File: config.mk
export PLATFORM = sky130hd
export DESIGN_NAME = icetap_capture_ctrl
export DESIGN_NICKNAME = d
export VERILOG_FILES = /design/src/rtl/icetap_capture_ctrl.sv
export SDC_FILE = /design/constraint.sdc
export NUM_CORES = 1
export LEC_CHECK = 0
export CAP_MARGIN = 10
export CORE_UTILIZATION = 46
export CTS_CLUSTER_DIAMETER = 120
export DETAILED_ROUTE_END_ITERATION = 8
export GPL_TIMING_DRIVEN = 1
export PLACE_DENSITY = 0.74
export SLEW_MARGIN = 0
export SYNTH_ARGS = -nofsm -noshare
export SYNTH_HDL_FRONTEND = slang
export SYNTH_SLANG_ARGS = --single-unit
File: constraint.sdc
create_clock -name src_clk -period 1.9 [get_ports src_clk]
set_input_delay 0.38 -clock src_clk [delete_from_list [all_inputs] [get_ports src_clk]]
set_output_delay 0.38 -clock src_clk [all_outputs]
set_load 0.01 [all_outputs]
File: src/rtl/icetap_capture_ctrl.sv
// Capture sequencer for the icetap logic analyzer: arms on start, stores qualified
// samples around a trigger, records the window addresses and serves chronological readout.
module icetap_capture_ctrl #(
    parameter  int NR_SIGNALS    = 4,
    parameter  int RECORD_DEPTH  = 4,
    localparam int RAM_ADDR_BITS = $clog2(RECORD_DEPTH)
) (
    input  logic                     src_clk,
    input  logic                     src_reset_,
    input  logic                     start,
    input  logic [1:0]               trigger_pos,
    input  logic                     store_hit,
    input  logic                     trigger_hit,
    input  logic [NR_SIGNALS-1:0]    signals_in,
    output logic [1:0]               state,
    output logic [RAM_ADDR_BITS-1:0] start_addr,
    output logic [RAM_ADDR_BITS-1:0] trigger_addr,
    output logic [RAM_ADDR_BITS-1:0] stop_addr,
    output logic                     ram_wr_ena,
    output logic [RAM_ADDR_BITS-1:0] ram_wr_addr,
    output logic [NR_SIGNALS-1:0]    ram_wr_data,
    input  logic                     read_req_first,
    input  logic                     read_req_next,
    output logic                     ram_rd_ena,
    output logic [RAM_ADDR_BITS-1:0] ram_rd_addr
);

    typedef enum logic [1:0] {
        S_IDLE         = 2'd0,
        S_WAIT_TRIGGER = 2'd1,
        S_POST_TRIGGER = 2'd2,
        S_DONE         = 2'd3
    } state_t;

    localparam logic [RAM_ADDR_BITS-1:0] ADDR_ONE  = RAM_ADDR_BITS'(1);
    localparam logic [RAM_ADDR_BITS-1:0] ADDR_LAST = RAM_ADDR_BITS'(RECORD_DEPTH - 1);
    localparam logic [RAM_ADDR_BITS-1:0] ADDR_HALF = RAM_ADDR_BITS'(RECORD_DEPTH / 2 - 1);

    state_t                   r_state;
    state_t                   w_state_nxt;
    logic                     w_wr;
    logic                     w_set_trig;
    logic                     w_enter_done;
    logic                     w_rd_ok;
    logic                     w_wrapped_nxt;
    logic [RAM_ADDR_BITS-1:0] w_post_len;
    logic [RAM_ADDR_BITS-1:0] w_wr_ptr_inc;

    logic [RAM_ADDR_BITS-1:0] r_wr_ptr;
    logic                     r_wrapped;
    logic [RAM_ADDR_BITS-1:0] r_post_cnt;
    logic [RAM_ADDR_BITS-1:0] r_start_addr;
    logic [RAM_ADDR_BITS-1:0] r_trigger_addr;
    logic [RAM_ADDR_BITS-1:0] r_stop_addr;
    logic                     r_wr_ena;
    logic [RAM_ADDR_BITS-1:0] r_wr_addr;
    logic [NR_SIGNALS-1:0]    r_wr_data;
    logic                     r_rd_ena;
    logic [RAM_ADDR_BITS-1:0] r_rd_ptr;

    always_comb begin
        unique case (trigger_pos)
            2'd0:    w_post_len = ADDR_LAST;
            2'd1:    w_post_len = ADDR_HALF;
            default: w_post_len = '0;
        endcase
    end

    assign w_wr_ptr_inc  = r_wr_ptr + ADDR_ONE;
    assign w_wrapped_nxt = r_wrapped | (w_wr && (r_wr_ptr == ADDR_LAST));
    assign w_rd_ok       = !start && (read_req_first || read_req_next) &&
                           (r_state == S_IDLE || r_state == S_DONE);

    always_ff @(posedge src_clk) begin
        if (!src_reset_) r_state <= S_IDLE;
        else             r_state <= w_state_nxt;
    end

    // NOTE: every output of this block gets a default first so no latch is inferred.
    always_comb begin
        w_state_nxt  = r_state;
        w_wr         = 1'b0;
        w_set_trig   = 1'b0;
        w_enter_done = 1'b0;
        if (start) begin
            w_state_nxt = S_WAIT_TRIGGER;
        end else begin
            unique case (r_state)
                S_WAIT_TRIGGER: begin
                    w_wr = store_hit || trigger_hit;
                    if (trigger_hit) begin
                        w_set_trig = 1'b1;
                        if (r_post_cnt == '0) begin
                            w_enter_done = 1'b1;
                            w_state_nxt  = S_DONE;
                        end else begin
                            w_state_nxt  = S_POST_TRIGGER;
                        end
                    end
                end
                S_POST_TRIGGER: begin
                    w_wr = store_hit;
                    if (store_hit && r_post_cnt == ADDR_ONE) begin
                        w_enter_done = 1'b1;
                        w_state_nxt  = S_DONE;
                    end
                end
                default: ;
            endcase
        end
    end

    always_ff @(posedge src_clk) begin
        if (!src_reset_) begin
            r_wr_ptr       <= '0;
            r_wrapped      <= 1'b0;
            r_post_cnt     <= '0;
            r_start_addr   <= '0;
            r_trigger_addr <= '0;
            r_stop_addr    <= '0;
            r_wr_ena       <= 1'b0;
            r_wr_addr      <= '0;
            r_wr_data      <= '0;
            r_rd_ena       <= 1'b0;
            r_rd_ptr       <= '0;
        end else begin
            r_wr_ena <= w_wr;
            if (w_wr) begin
                r_wr_addr <= r_wr_ptr;
                r_wr_data <= signals_in;
            end
            if (start) begin
                r_wr_ptr   <= '0;
                r_wrapped  <= 1'b0;
                r_post_cnt <= w_post_len;
            end else if (w_wr) begin
                r_wr_ptr  <= w_wr_ptr_inc;
                r_wrapped <= w_wrapped_nxt;
                if (r_state == S_POST_TRIGGER) r_post_cnt <= r_post_cnt - ADDR_ONE;
            end
            if (w_set_trig) r_trigger_addr <= r_wr_ptr;
            // Oldest sample follows the stop sample once the ring has been overwritten.
            if (w_enter_done) begin
                r_stop_addr  <= r_wr_ptr;
                r_start_addr <= w_wrapped_nxt ? w_wr_ptr_inc : '0;
            end
            r_rd_ena <= w_rd_ok;
            if (w_rd_ok) r_rd_ptr <= read_req_first ? r_start_addr : r_rd_ptr + ADDR_ONE;
        end
    end

    assign state        = r_state;
    assign start_addr   = r_start_addr;
    assign trigger_addr = r_trigger_addr;
    assign stop_addr    = r_stop_addr;
    assign ram_wr_ena   = r_wr_ena;
    assign ram_wr_addr  = r_wr_addr;
    assign ram_wr_data  = r_wr_data;
    assign ram_rd_ena   = r_rd_ena;
    assign ram_rd_addr  = r_rd_ptr;

endmodule

-- Word level (Yosys, flattened, before mapping)
Cells that the tools add are included.
- output and inout port bits: 18
- input port bits: 13
- word-level logic and storage cells: 68
- bits in registers: 23
- bitwise logic cells: 2
- add/sub/neg operators: 3
- reduce and logical (&&, ||, !) cells: 19
- muxes and demuxes: 21
- eq/ne operators: 10
- operator list (kind ; number):
    2-bit two-way mux ; 7
    1-bit two-way mux ; 10
    2-bit case mux with 2 select lines ; 2
    2-bit by 1-bit == test with 1-bit output (second input constant) ; 3
    2-bit == test (second input constant) ; 3
    2-bit logical NOT ; 3
    3-bit != test (second input constant) ; 2
    3-bit AND reduction ; 2
    2-bit nonzero test ; 3
    2-bit by 1-bit adder with 2-bit output (second input constant) ; 2
    1-bit logical AND ; 4
    2-bit != test (second input constant) ; 2
    1-bit case mux with 2 select lines ; 2
    1-bit logical OR ; 3
    3-bit nonzero test ; 1
    2-bit AND reduction ; 1
    2-bit OR reduction ; 1
    2-bit by 1-bit subtractor with 2-bit output (second input constant) ; 1
    1-bit logical NOT ; 1
    1-bit inverter ; 1
    1-bit bitwise OR ; 1

-- Longest topological paths before layout
- depth in word-level cells: 6
- gate-level depth with buffers: 6
- depth with buffers taken out: 6

-- Least setup slack after synthesis
Ideal clock, no wire load.
- path type: flip-flop to flip-flop
- start point: register r_state[0], in the netlist state[0]
- end point: register r_post_cnt[1]
- data arrival time: 1569 ps
- required time: 1784 ps
- cell stages (with the launch flop): 6
- setup slack: 214 ps
- period minus slack after synthesis: 1686 ps
- cell sequence: dfxtp_1 > inv_1 > ha_1 > nor3b_1 > mux2i_1 > a31o_2
- cells in the longest elaborated chain, start to end: 5
- ends and longest elaborated chain (what ; RTL line ; text):
    start: declaration ; 39 ; state_t r_state;
    start signal: assignment ; 76 ; else r_state <= w_state_nxt;
    2-bit == test or 2-bit by 1-bit == test with 1-bit output (tied branches) ; 88, 139 ;
    1-bit case mux with 2 select lines ; 88 ; unique case (r_state)
    1-bit two-way mux ; 85 ; if (start) begin
    2-bit nonzero test (no line) ; - ;
    2-bit AND reduction (no line) * ; - ;
    end signal: assignment ; 135 ; r_post_cnt <= w_post_len;
    end signal: assignment ; 139 ; if (r_state == S_POST_TRIGGER) r_post_cnt <= r_post_cnt - ADDR_ONE;
    end: declaration ; 51 ; logic [RAM_ADDR_BITS-1:0] r_post_cnt;
Every way passes the cells marked *; elsewhere a longest branch is shown, timed or not.
A chain may end at the register's enable or synchronous reset.

-- Worst setup path after layout
- start point: register r_state[0], in the netlist state[0]
- end point: output state[0]
- RTL lines (what ; RTL line ; text):
    end: declaration ; 15 ; output logic [1:0] state,
No word-level cell between the ends.

==> flow_summary_export.csv <==
group,metric,value,unit
sta,setup_viol,0,
sta,period_share,88.73,%
grt,grt_util_all_layers,18.44,%
worst_setup_path,arrival,1310,ps
sta,finalHoldViolations,0,
worst_setup_path,crit_path_end_kind,"output port",
die,die_y,50.34,um
power_and_ir_drop,swShare,25.74,%
power_and_ir_drop,power.internal,663.7,uW
clock_tree,cts_buffers,3,
yosys,syn_inst,113,
detailed_routing,totalWireLength,2.041,mm
detailed_routing,drt_iter0_drc,5,
grt,grt_max_degree,14,
detailed_routing,ant_nets,0,
die,ioPinCount,31,
clock_tree,cts_buffer_depth,2,
placed_design,gp_congestion,0.7959,
yosys,syn_area,1075,sq um
worst_setup_path,r2r-start,"state[0]",
worst_hold_path,hold_depth,2,
sta,tightest_slew,373.9,ps
die,start_util,48.59,%
worst_setup_path,reg2reg_slack,240,ps
sta,setup_tns,0,ps
power_and_ir_drop,power_frac_comb,18.8,%
sta,layout_min_cycle_time,1686,ps
yosys,ys_seq_elements,23,
yosys,synth_fa_ha_area_share,6.985,%
yosys,synth.distinct_cells,28,
worst_setup_path,critPathCapture,"state[0]",
detailed_routing,drc,0,
power_and_ir_drop,clkPwrFrac,24.9,%
power_and_ir_drop,ir_drop,334.1,uV
clock_tree,path_clk_slew,130,ps
worst_setup_path,r2r_cells,7,
detailed_routing,first_pass_iters,4,
clock_tree,post_cts_buffers,0,
power_and_ir_drop,switchingPower,230.1,uW
final_layout,fillCellCount,197,
final_layout,layout.cells.most_common,"clkdlybuf4s50_1",
run_status,status,"complete, no violations",
grt,grt_pass1_vias,805,
clock_tree,cts_tree,"built",
final_layout,final_nets,171,
clock_tree,cts_resized,0,
grt,antenna_found_initial,0,
worst_setup_path,startpoint,"state[0]",
die,die_area,2534,sq um
clock_tree,hold_buffers,0,
yosys,synth-xor-area-share,1.630,%
final_layout,mostFrequentLayoutCells,"clkdlybuf4s50_1 (30), dfxtp_1 (23), mux2i_1 (11)",
yosys,synth.avg_cell_area,9.511,sq um
clock_tree,cts-htree-levels,1,
grt,grt_pass1_wl,3.484,mm
yosys,ys_seq_area_share,42.84,%
clock_tree,clock_sinks,23,
worst_setup_path,crit_fanout,5,
final_layout,area_growth,38.07,%
sta,rsz0062_at_grt,"false",
clock_tree,clk_latency,310,ps
sta,finalMaxSlewViolations,0,
die,core_area,2212,sq um
placed_design,portBuffers,30,
yosys,synth_compound_area_share,16.07,%
placed_design,place_area,1456,sq um
worst_hold_path,min_path_type,"flip-flop to flip-flop",
worst_setup_path,r2r_end,"start_addr[0]",
yosys,synth_mux_area_share,10.24,%
worst_setup_path,cp.required,1520,ps
yosys,synth_warnings,0,
yosys,synth_top_family_by_area,"simple AND/OR/NAND/NOR gates",
clock_tree,cts-root-buf,"clkbuf_4",
die,die_w,50.34,um
power_and_ir_drop,power.leakage,0.0005315,uW
sta,fmax,0.5932,GHz
worst_setup_path,crit_type,"flip-flop to output port",
detailed_routing,viasPerCell,4.927,
final_layout,final_cell_area,1484,sq um
worst_setup_path,startpoint_type,"flip-flop",
grt,gr-total-overflow,0,
final_layout,drive_gt1_share,11.26,%
sta,fin_skew,7.213,ps
yosys,synth_fp_nets,132,
power_and_ir_drop,power_frac_seq,56.3,%
die,num_rows,17,
detailed_routing,num_vias,882,
final_layout,antenna_cells,0,
placed_design,dp_hpwl,1.552,mm
power_and_ir_drop,p_per_area,602.3,nW/um^2
detailed_routing,wire_per_inst,11.40,um
sta,timing.slew.headroom,75.00,%
flow_run,maxCapViolations,0,
yosys,synthSimpleGateAreaFrac,17.69,%
flip-flops by register name, summed over array words and instances, names as in the netlist:
signal and count:
trigger_addr 2, ram_rd_addr 2, r_wr_ptr 2, ram_wr_ena 1
start_addr 2, ram_rd_ena 1, r_wrapped 1, ram_wr_addr 2
ram_wr_data 4, state 2, r_post_cnt 2, stop_addr 2
metal layers:
| metal | GRT usage, % | wire length [um] | up-vias |
|---|---|---|---|
| met1 | 22.62 | 1019 | 400 |
| met5 | 0 | 0 | - |
| met2 | 30.22 | 930 | 19 |
| met4 | 11.11 | 31 | 0 |
| met3 | 2.727 | 60 | 2 |
| li1 | - | - | 461 |
worst min-delay path by stage:
stage                      to  slack, ps           from
2_1_floorplan       r_wrapped        440      r_wrapped
3_3_place_gp        r_wrapped        460      r_wrapped
3_5_place_dp        r_wrapped        470      r_wrapped
4_1_cts             r_wrapped        500      r_wrapped
5_1_grt        ram_rd_addr[0]        510  start_addr[0]
6_report            r_wrapped        500      r_wrapped
worst max-delay path, cell delays in order, from the launching register on:
cell             delay [ps]
dfxtp_1                 350
buf_4                   130
clkdlybuf4s50_1         530
cells in the mapped netlist (all sizes together):
cell / n / area (sq um)
nor3: 1 / 10.01
o41ai: 1 / 8.760
buf: 1 / 11.26
mux2i: 11 / 110.1
and2: 1 / 6.260
nand2: 9 / 36.29
inv: 8 / 30.03
nand3b: 1 / 7.510
a21oi: 5 / 25.02
a22o: 1 / 8.760
nor3b: 2 / 15.01
ha: 6 / 75.07
a21boi: 5 / 37.54
o21ai: 7 / 38.79
xnor2: 2 / 17.52
nor2: 8 / 30.03
a211oi: 2 / 32.53
nor4b: 1 / 8.760
a31o: 1 / 8.760
nor2b: 9 / 56.30
o22ai: 2 / 12.51
nand3: 4 / 20.02
clkbuf: 2 / 7.510
dfxtp: 23 / 460.4
power by group through the flow:
| stage | sequential, uW | clock (uW) | combinational [uW] |
|---|---|---|---|
| floorplan | 520 | 0 | 87.9 |
| global placement | 514 | 0 | 167 |
| detailed placement | 514 | 0 | 169 |
| CTS | 504 | 235 | 170 |
| global route | 506 | 247 | 185 |
| finish | 503 | 222 | 168 |
layout make-up:
cell class                      count  area, sq um  share of cell area [%]
Inverter                            8        30.03                   2.024
Timing Repair Buffer               37        365.4                   24.62
Sequential cell                    23        460.4                   31.03
Clock buffer                        3        22.52                   1.518
Clock inverter                      1        5.005                  0.3373
Tap cell                           28        35.03                   2.361
Multi-Input combinational cell     79        565.5                   38.11
metrics by stage:
step           utilization [%]  hold slack, ps  instances  setup slack (ps)  total power [uW]
3_5_place_dp             65.84           467.4        175             20.84             683.4
6_report                 67.08           498.1        179             214.1             893.8
3_3_place_gp             65.84           462.1        175             46.94             680.8
2_1_floorplan                -           435.2        113             214.3             607.7
5_1_grt                  67.08           512.4        179             98.57             937.6
4_1_cts                  67.08           498.6        179             196.1             908.5
cells by family (layout without fill, tap and decap cells):
family | Yosys count | count (layout)
xor+xnor | 2 | 2
simple gates | 36 | 36
fa+ha+maj | 6 | 6
compound gates | 24 | 24
flops | 23 | 23
mux | 11 | 11
buf+inv | 11 | 49
Power figures use the tool's default switching activity.
